File: src/rtl/pf_xcvr_apblink_arb.sv
// Round-robin arbiter and nibble serialiser for the shared XCVR APB link sideband.
// Each grant sends a header beat plus DATA_W/4 data nibbles; read nibbles are gathered into RDATA.
module pf_xcvr_apblink_arb #(
    parameter int unsigned NUM_CH  = 4,
    parameter int unsigned DATA_W  = 16,
    parameter int unsigned CLK_DIV = 2
) (
    input  logic                     CTRL_CLK,
    input  logic                     ARST,
    input  logic [NUM_CH-1:0]        REQ,
    input  logic [NUM_CH-1:0]        WE,
    input  logic [3*NUM_CH-1:0]      ADDR,
    input  logic [DATA_W*NUM_CH-1:0] WDATA,
    output logic [NUM_CH-1:0]        GRANT,
    output logic [NUM_CH-1:0]        DONE,
    output logic [DATA_W-1:0]        RDATA,
    output logic                     LINK_CLK,
    output logic [2:0]               LINK_ADDR,
    output logic                     LINK_EN,
    output logic                     LINK_ARST_N,
    output logic [3:0]               LINK_WDATA,
    input  logic [3:0]               LINK_RDATA
);

    localparam int unsigned BEATS = DATA_W / 4;
    localparam int unsigned BW    = $clog2(BEATS + 1);
    localparam int unsigned PW    = (NUM_CH > 1) ? $clog2(NUM_CH) : 1;
    localparam int unsigned CW    = (CLK_DIV > 1) ? $clog2(CLK_DIV) : 1;

    typedef enum logic [1:0] {StIdle, StXfer, StTurn} state_e;

    state_e              state_q, state_d;
    logic [CW-1:0]       div_q;
    logic                link_clk_q;
    logic [1:0]          arst_sync_q;
    logic [PW-1:0]       ptr_q, ptr_d;
    logic [NUM_CH-1:0]   grant_q, grant_d;
    logic [NUM_CH-1:0]   done_q, done_d;
    logic [BW-1:0]       beat_q, beat_d;
    logic                we_q, we_d;
    logic [DATA_W-1:0]   wdata_q, wdata_d;
    logic [DATA_W-1:0]   rdata_q, rdata_d;
    logic                en_q, en_d;
    logic [2:0]          addr_q, addr_d;
    logic [3:0]          lwdata_q, lwdata_d;

    logic                wrap, fall_tick, rise_tick;
    logic                found;
    logic [PW-1:0]       win;

    assign wrap      = (div_q == CW'(CLK_DIV - 1));
    assign fall_tick = wrap & link_clk_q;
    assign rise_tick = wrap & ~link_clk_q;

    always_ff @(posedge CTRL_CLK or posedge ARST) begin
        if (ARST) begin
            div_q      <= '0;
            link_clk_q <= 1'b0;
        end else if (wrap) begin
            div_q      <= '0;
            link_clk_q <= ~link_clk_q;
        end else begin
            div_q <= div_q + 1'b1;
        end
    end

    always_ff @(posedge CTRL_CLK or posedge ARST) begin
        if (ARST) begin
            arst_sync_q <= 2'b00;
        end else begin
            arst_sync_q <= {arst_sync_q[0], 1'b1};
        end
    end

    // First requester strictly after the pointer, wrapping.
    always_comb begin
        win   = ptr_q;
        found = 1'b0;
        for (int unsigned i = 1; i <= NUM_CH; i++) begin
            if (!found && REQ[(32'(ptr_q) + i) % NUM_CH]) begin
                found = 1'b1;
                win   = PW'((32'(ptr_q) + i) % NUM_CH);
            end
        end
    end

    always_comb begin
        state_d  = state_q;
        ptr_d    = ptr_q;
        grant_d  = grant_q;
        done_d   = '0;
        beat_d   = beat_q;
        we_d     = we_q;
        wdata_d  = wdata_q;
        rdata_d  = rdata_q;
        en_d     = en_q;
        addr_d   = addr_q;
        lwdata_d = lwdata_q;

        // Read nibbles arrive LSB first; shifting in from the top leaves them in place at the end.
        if (rise_tick && (state_q == StXfer) && (beat_q != '0) && !we_q) begin
            rdata_d = (rdata_q >> 4) | (DATA_W'(LINK_RDATA) << (DATA_W - 4));
        end

        if (fall_tick) begin
            unique case (state_q)
                // TURN is the idle link period, so it arbitrates directly on its closing tick.
                StIdle, StTurn: begin
                    state_d = StIdle;
                    if (found) begin
                        state_d      = StXfer;
                        ptr_d        = win;
                        grant_d      = '0;
                        grant_d[win] = 1'b1;
                        we_d         = WE[win];
                        wdata_d      = WDATA[DATA_W*win +: DATA_W];
                        rdata_d      = '0;
                        beat_d       = '0;
                        en_d         = 1'b1;
                        addr_d       = ADDR[3*win +: 3];
                        lwdata_d     = {WE[win], 3'b000};
                    end
                end
                StXfer: begin
                    if (beat_q == BW'(BEATS)) begin
                        state_d  = StTurn;
                        en_d     = 1'b0;
                        lwdata_d = '0;
                        done_d   = grant_q;
                        grant_d  = '0;
                    end else begin
                        beat_d   = beat_q + 1'b1;
                        lwdata_d = wdata_q[3:0];
                        wdata_d  = wdata_q >> 4;
                    end
                end
                default: state_d = StIdle;
            endcase
        end
    end

    always_ff @(posedge CTRL_CLK or posedge ARST) begin
        if (ARST) begin
            state_q  <= StIdle;
            ptr_q    <= PW'(NUM_CH - 1);
            grant_q  <= '0;
            done_q   <= '0;
            beat_q   <= '0;
            we_q     <= 1'b0;
            wdata_q  <= '0;
            rdata_q  <= '0;
            en_q     <= 1'b0;
            addr_q   <= '0;
            lwdata_q <= '0;
        end else begin
            state_q  <= state_d;
            ptr_q    <= ptr_d;
            grant_q  <= grant_d;
            done_q   <= done_d;
            beat_q   <= beat_d;
            we_q     <= we_d;
            wdata_q  <= wdata_d;
            rdata_q  <= rdata_d;
            en_q     <= en_d;
            addr_q   <= addr_d;
            lwdata_q <= lwdata_d;
        end
    end

    assign GRANT       = grant_q;
    assign DONE        = done_q;
    assign RDATA       = (|done_q) ? rdata_q : '0;
    assign LINK_CLK    = link_clk_q;
    assign LINK_ADDR   = addr_q;
    assign LINK_EN     = en_q;
    assign LINK_ARST_N = arst_sync_q[1];
    assign LINK_WDATA  = lwdata_q;

endmodule

File: config.mk
export PLATFORM = sky130hd
export DESIGN_NAME = pf_xcvr_apblink_arb
export DESIGN_NICKNAME = d
export VERILOG_FILES = /design/src/rtl/pf_xcvr_apblink_arb.sv
export SDC_FILE = /design/constraint.sdc
export NUM_CORES = 1
export LEC_CHECK = 0
export ABC_AREA = 0
export BUFFER_PORTS_ARGS = -buffer_cell sky130_fd_sc_hd__buf_2
export CAP_MARGIN = 5
export CORE_MARGIN = 4
export CORE_UTILIZATION = 49
export DETAILED_ROUTE_END_ITERATION = 6
export PLACE_DENSITY = 0.82
export RECOVER_POWER = 100
export SLEW_MARGIN = 15
export SYNTH_ARGS = -nofsm -noshare
export SYNTH_HDL_FRONTEND = slang
export SYNTH_SLANG_ARGS = --single-unit
File: constraint.sdc
create_clock -name CTRL_CLK -period 2.25 [get_ports CTRL_CLK]
set_input_delay 0.3375 -clock CTRL_CLK [delete_from_list [all_inputs] [get_ports CTRL_CLK]]
set_output_delay 0.3375 -clock CTRL_CLK [all_outputs]
set_load 0.005 [all_outputs]
# Word level (Yosys, flattened, before mapping)
# Cells that the tools add are included.
# classes
bitwise_logic,4
shift,2
n_eq_ne,6
n_addsub,6
n_mul,1
n_reduce_logical,21
order_cmp,6
mux,47
# ops
op,n
$mux 16,7
$shiftx 64x7->16,1
$pmux 16 s2,1
$mux 4,7
$or 12x16->16,1
$pmux 4 s2,2
$lt 2x3->1 const B,5
$mux 1,14
$shiftx 12x5->3,1
$bmux 1 s2,5
$mux 2,5
$reduce_and 4->1,2
$logic_and 1x1->1,7
$mux 3,2
$pmux 3 s2,1
$reduce_and 3->1,2
$add 2x1->2 const B,2
$add 2x2->2 const B,2
$logic_not 1->1,4
$mul 2x2->4 const A,1
$ne 2x2->1 const B,2
$pmux 2 s2,1
$reduce_or 4->1,1
$add 3x1->3 const B,1
15 further kinds,16
# word_totals
input_bits,90
word_cells,107
out_inout_bits,34
ff_bits,60

# Longest topological paths before layout
# depth
depth_word,19
ltp_mapped,8
ltp_nobuf,7

# Worst setup path before layout
# Ideal clock, no wire load.
# synth_path
kind,flip-flop to flip-flop
startpoint,reg ptr_q[0]
endpoint,"reg addr_q[2], in the netlist LINK_ADDR[2]"
t_arrival_ns,1.866
setup_ns,0.137
synth_period_minus_slack_ns,2.003
path_stages_with_launch,7
required_time_ns,2.113
path_slack_ns,0.247
n_path_buf,0
cell_sequence,dfstp_2 > nand2b_2 > o21ai_2 > a211oi_4 > mux2_1 > a222oi_1 > a21oi_1
# synth_via
elab_chain_cells,15
word_cells_on_any_way,29
classes_between,4 x add/sub; 1 x mul; 1 x shift; 16 x mux; 7 x reduce/logical
# synth_lines
element,line_no,rtl
from (decl),36,"logic [PW-1:0] ptr_q, ptr_d;"
from (signal assigned),145,ptr_q <= PW'(NUM_CH - 1);
from (signal assigned),157,ptr_q <= ptr_d;
$add 2x1->2,"80, 82",
$bmux 1 s2,80,if (!found && REQ[(32'(ptr_q) + i) % NUM_CH]) begin
$mux 1 (not written as such),80,
$mux 1,80,
$logic_not 1->1,80,
$logic_and 1x1->1,80,
$mux 1,80,
$logic_not 1->1,80,
$logic_and 1x1->1,80,
$mux 1,80,
$logic_not 1->1,80,
$logic_and 1x1->1,80,
$mux 2,80,
$mul 2x2->4,120,addr_d = ADDR[3*win +: 3];
$shiftx 12x5->3,120,
to (signal assigned),165,addr_q <= addr_d;
to (decl),44,"logic [2:0] addr_q, addr_d;"
# Parallel ways exist; a longest one is shown, timed or not. The select of a mux whose other input is x is not followed.
# A chain may end at the register's enable or synchronous reset.

# Final worst setup path
# Ends and elaborated chain as after synthesis.

==> run metrics <==
status=complete, no violations; crit-path max FO=8; WS Path Type=flip-flop to flip-flop; die height=89.84 um; worst-skew pair later-pin latency=0.34 ns; port bufs=123; M1 WL=3352 um; H-Tree Level Count=3; synthesized area=3282 sq um; CP Data Arrival Time=2.41 ns; TritonRoute pass-1 iters=6; flops & latches, synth=60; Yosys Warn Count=0; Worst-Margin Slew=1.068 ns; wire per inst=15.61 um; Slowest cell on crit path=dfstp_2; pwr dens=1172 nW/um^2; fin. max-slew vios=0; Setup violations, final=0; net count after synthesis=422; Post-synth EDFFs=0; commonest cells after routing, fill and taps aside=101 x buf_2, 58 x dfrtp_1, 53 x nor2_1; DP Wirelength=6240 um; Reg clk slew, reported paths=0.07 ns; top layer in use=met4; Netlist cell types=47; syn_area_per_cell=9.945 sq um; Placer Congestion=0.9005; Achievable Freq=453.8 MHz; global-route wire length before repair=14120 um; Critical Path, Cell by Cell=nand2b_2, o21ai_2, a211oi_4, mux2_1, a222oi_1, a21oi_1; slew margin rel.=28.79%; clk buf depth=2; Final nets=549; postcts setup bufs=0; I/O Pins=124; initial antenna violation count=1; Critical Path Sink Type=flip-flop; final worst path period need=2.204 ns; post-route insts no fill=540; fin worst setup slack=0.04627 ns; area share of the largest cell type after synthesis=44.22%; CTS sink cnt=60; FP Rows=29; post-synthesis sequential area ratio=45.83%; chip width=89.84 um; total power=4.915 mW; Syn Inst Count=330; post-synth top area cell=dfrtp_1; worst slack, placed=0.04823 ns; setup TNS=0 ns; CP Data Required Time=2.46 ns; total grt overflow=0; Most used DFF post-synth=dfrtp_1; antenna viol nets, final=0; final WL=8427 um; RSZ-0062 raised after global routing=false; most area-consuming cells after synthesis=dfrtp_1 44%, mux2i_1 12%, nor2_1 6.1%, nor2b_1 3.6%, a22o_1 3.5%; initial DRC count=186; metal2 WL=4145 um; # placed instances=522; Layout Utilization=65.28%; clk_skew=0.01012 ns; met3 wire len=713 um; delay of the slowest critical-path stage=0.59 ns; Die Footprint=8071 sq um; Total GRT Usage=21.53%; Starting Density=51.10%; asr flop ratio synth=100.0%; via count=3004; Leak=2.097 nW; TritonCTS buffer count=9; proportion of layout cells with a drive suffix above 1=33.12%; Area Growth Syn to Fin=27.75%; final hold violations=0; Core ar.=6422 sq um; final period utilization=97.94%; CTS root buf=clkbuf_8; type of origin of the critical path=flip-flop; vias in the first global route=3017; CTS tree=done; most common cell after layout, fill and taps aside=buf_2; max-cap viol count=0; Hold WC Path Type=input pin to flip-flop; VDD IR max=0.0006747 V; largest net degree at the start of global routing=38; fillcell total=522; DRC=0; DR vias/cell=5.563
[synth_stat cells, types with 5 or more instances]
master	n
a32o_1	7
inv_1	14
nor2_1	53
nor3_1	5
a221oi_1	11
a21oi_1	9
a22o_1	13
nand2_1	14
mux2i_1	38
nor2b_1	19
o21ai_0	16
dfrtp_1	58
clkbuf_1	10
[area by class of cell]
type | count | area (sq um) | area share (%)
antenna | 1 | 2.502 | 0.05968
sequential | 60 | 1504 | 35.87
timing repair buffer | 137 | 704.4 | 16.80
multi-input combinational | 235 | 1630 | 38.88
tap | 77 | 96.34 | 2.298
inverter | 14 | 52.55 | 1.253
clock inverter | 4 | 47.55 | 1.134
clock buffer | 12 | 155.1 | 3.700
[metal layers]
layer | up-vias | global-route usage (%)
li1 | 1434 | -
met3 | 17 | 5.342
met5 | - | 0
met2 | 139 | 36.59
met1 | 1414 | 25.19
met4 | 0 | 11.24
[metrics by stage]
stage,hold WS [ns],cell area [sq um]
global placement,0.2862,4023
global route,0.2703,4193
floorplan,0.3312,3282
finish,0.2462,4193
detailed placement,0.2895,4023
CTS,0.2354,4235
[worst paths after layout]
kind | start | end | slack (ns) | depth (start not counted)
max in group asynchronous | ARST | wdata_q[1] | 0.38 | 4
setup reg to reg | ptr_q[0] | LINK_ADDR[2] | 0.05 | 6
setup / recovery | ptr_q[0] | LINK_ADDR[2] | 0.05 | 6
min in group asynchronous | ARST | state_q[0] | 0.55 | 3
hold reg to reg | arst_sync_q[0] | arst_sync_q[1] | 0.35 | 0
hold / removal | LINK_RDATA[1] | rdata_q[13] | 0.25 | 3
[sequential cells by signal (all words and copies together), names as in the netlist]
name         count
LINK_WDATA       4
arst_sync_q      2
wdata_q         16
beat_q           3
GRANT            4
ptr_q            2
LINK_ADDR        3
DONE             4
div_q            1
state_q          2
LINK_CLK         1
we_q             1
LINK_EN          1
rdata_q         16
[worst max-delay path, delay by kind of cell, from the launching register on]
family / cells / cell delay (ns)
AOI/OAI and AO/OA: 4 / 0.96
DFF: 1 / 0.59
muxes: 1 / 0.36
and+or+nand+nor: 1 / 0.17
[where the power goes]
group	internal, mW	switching, mW
logic	1.02	1.12
clock network	0.568	0.416
registers	1.49	0.306
total	3.08	1.84
[cell families (layout without fill, tap and decap cells)]
group	count (synthesis)	in the layout	synth area share, %
XOR/XNOR	2	2	0.5338
buffers and inverters	35	167	5.185
multiplexers	43	43	13.31
AND/OR/NAND/NOR	108	108	15.67
AO/OA/AOI/OAI	79	79	18.61
adder cells (fa/ha/maj)	2	2	0.7624
flip-flops	60	60	45.83
other	1	2	0.1143
[what timing repair did]
item / CTS / global route
gates resized for setup: 0 / 2
hold buffers: 1 / 0
endpoints found under the setup margin: 0 / 14
hold endpoints to repair: 7 / 0
Power figures use the tool's default switching activity.
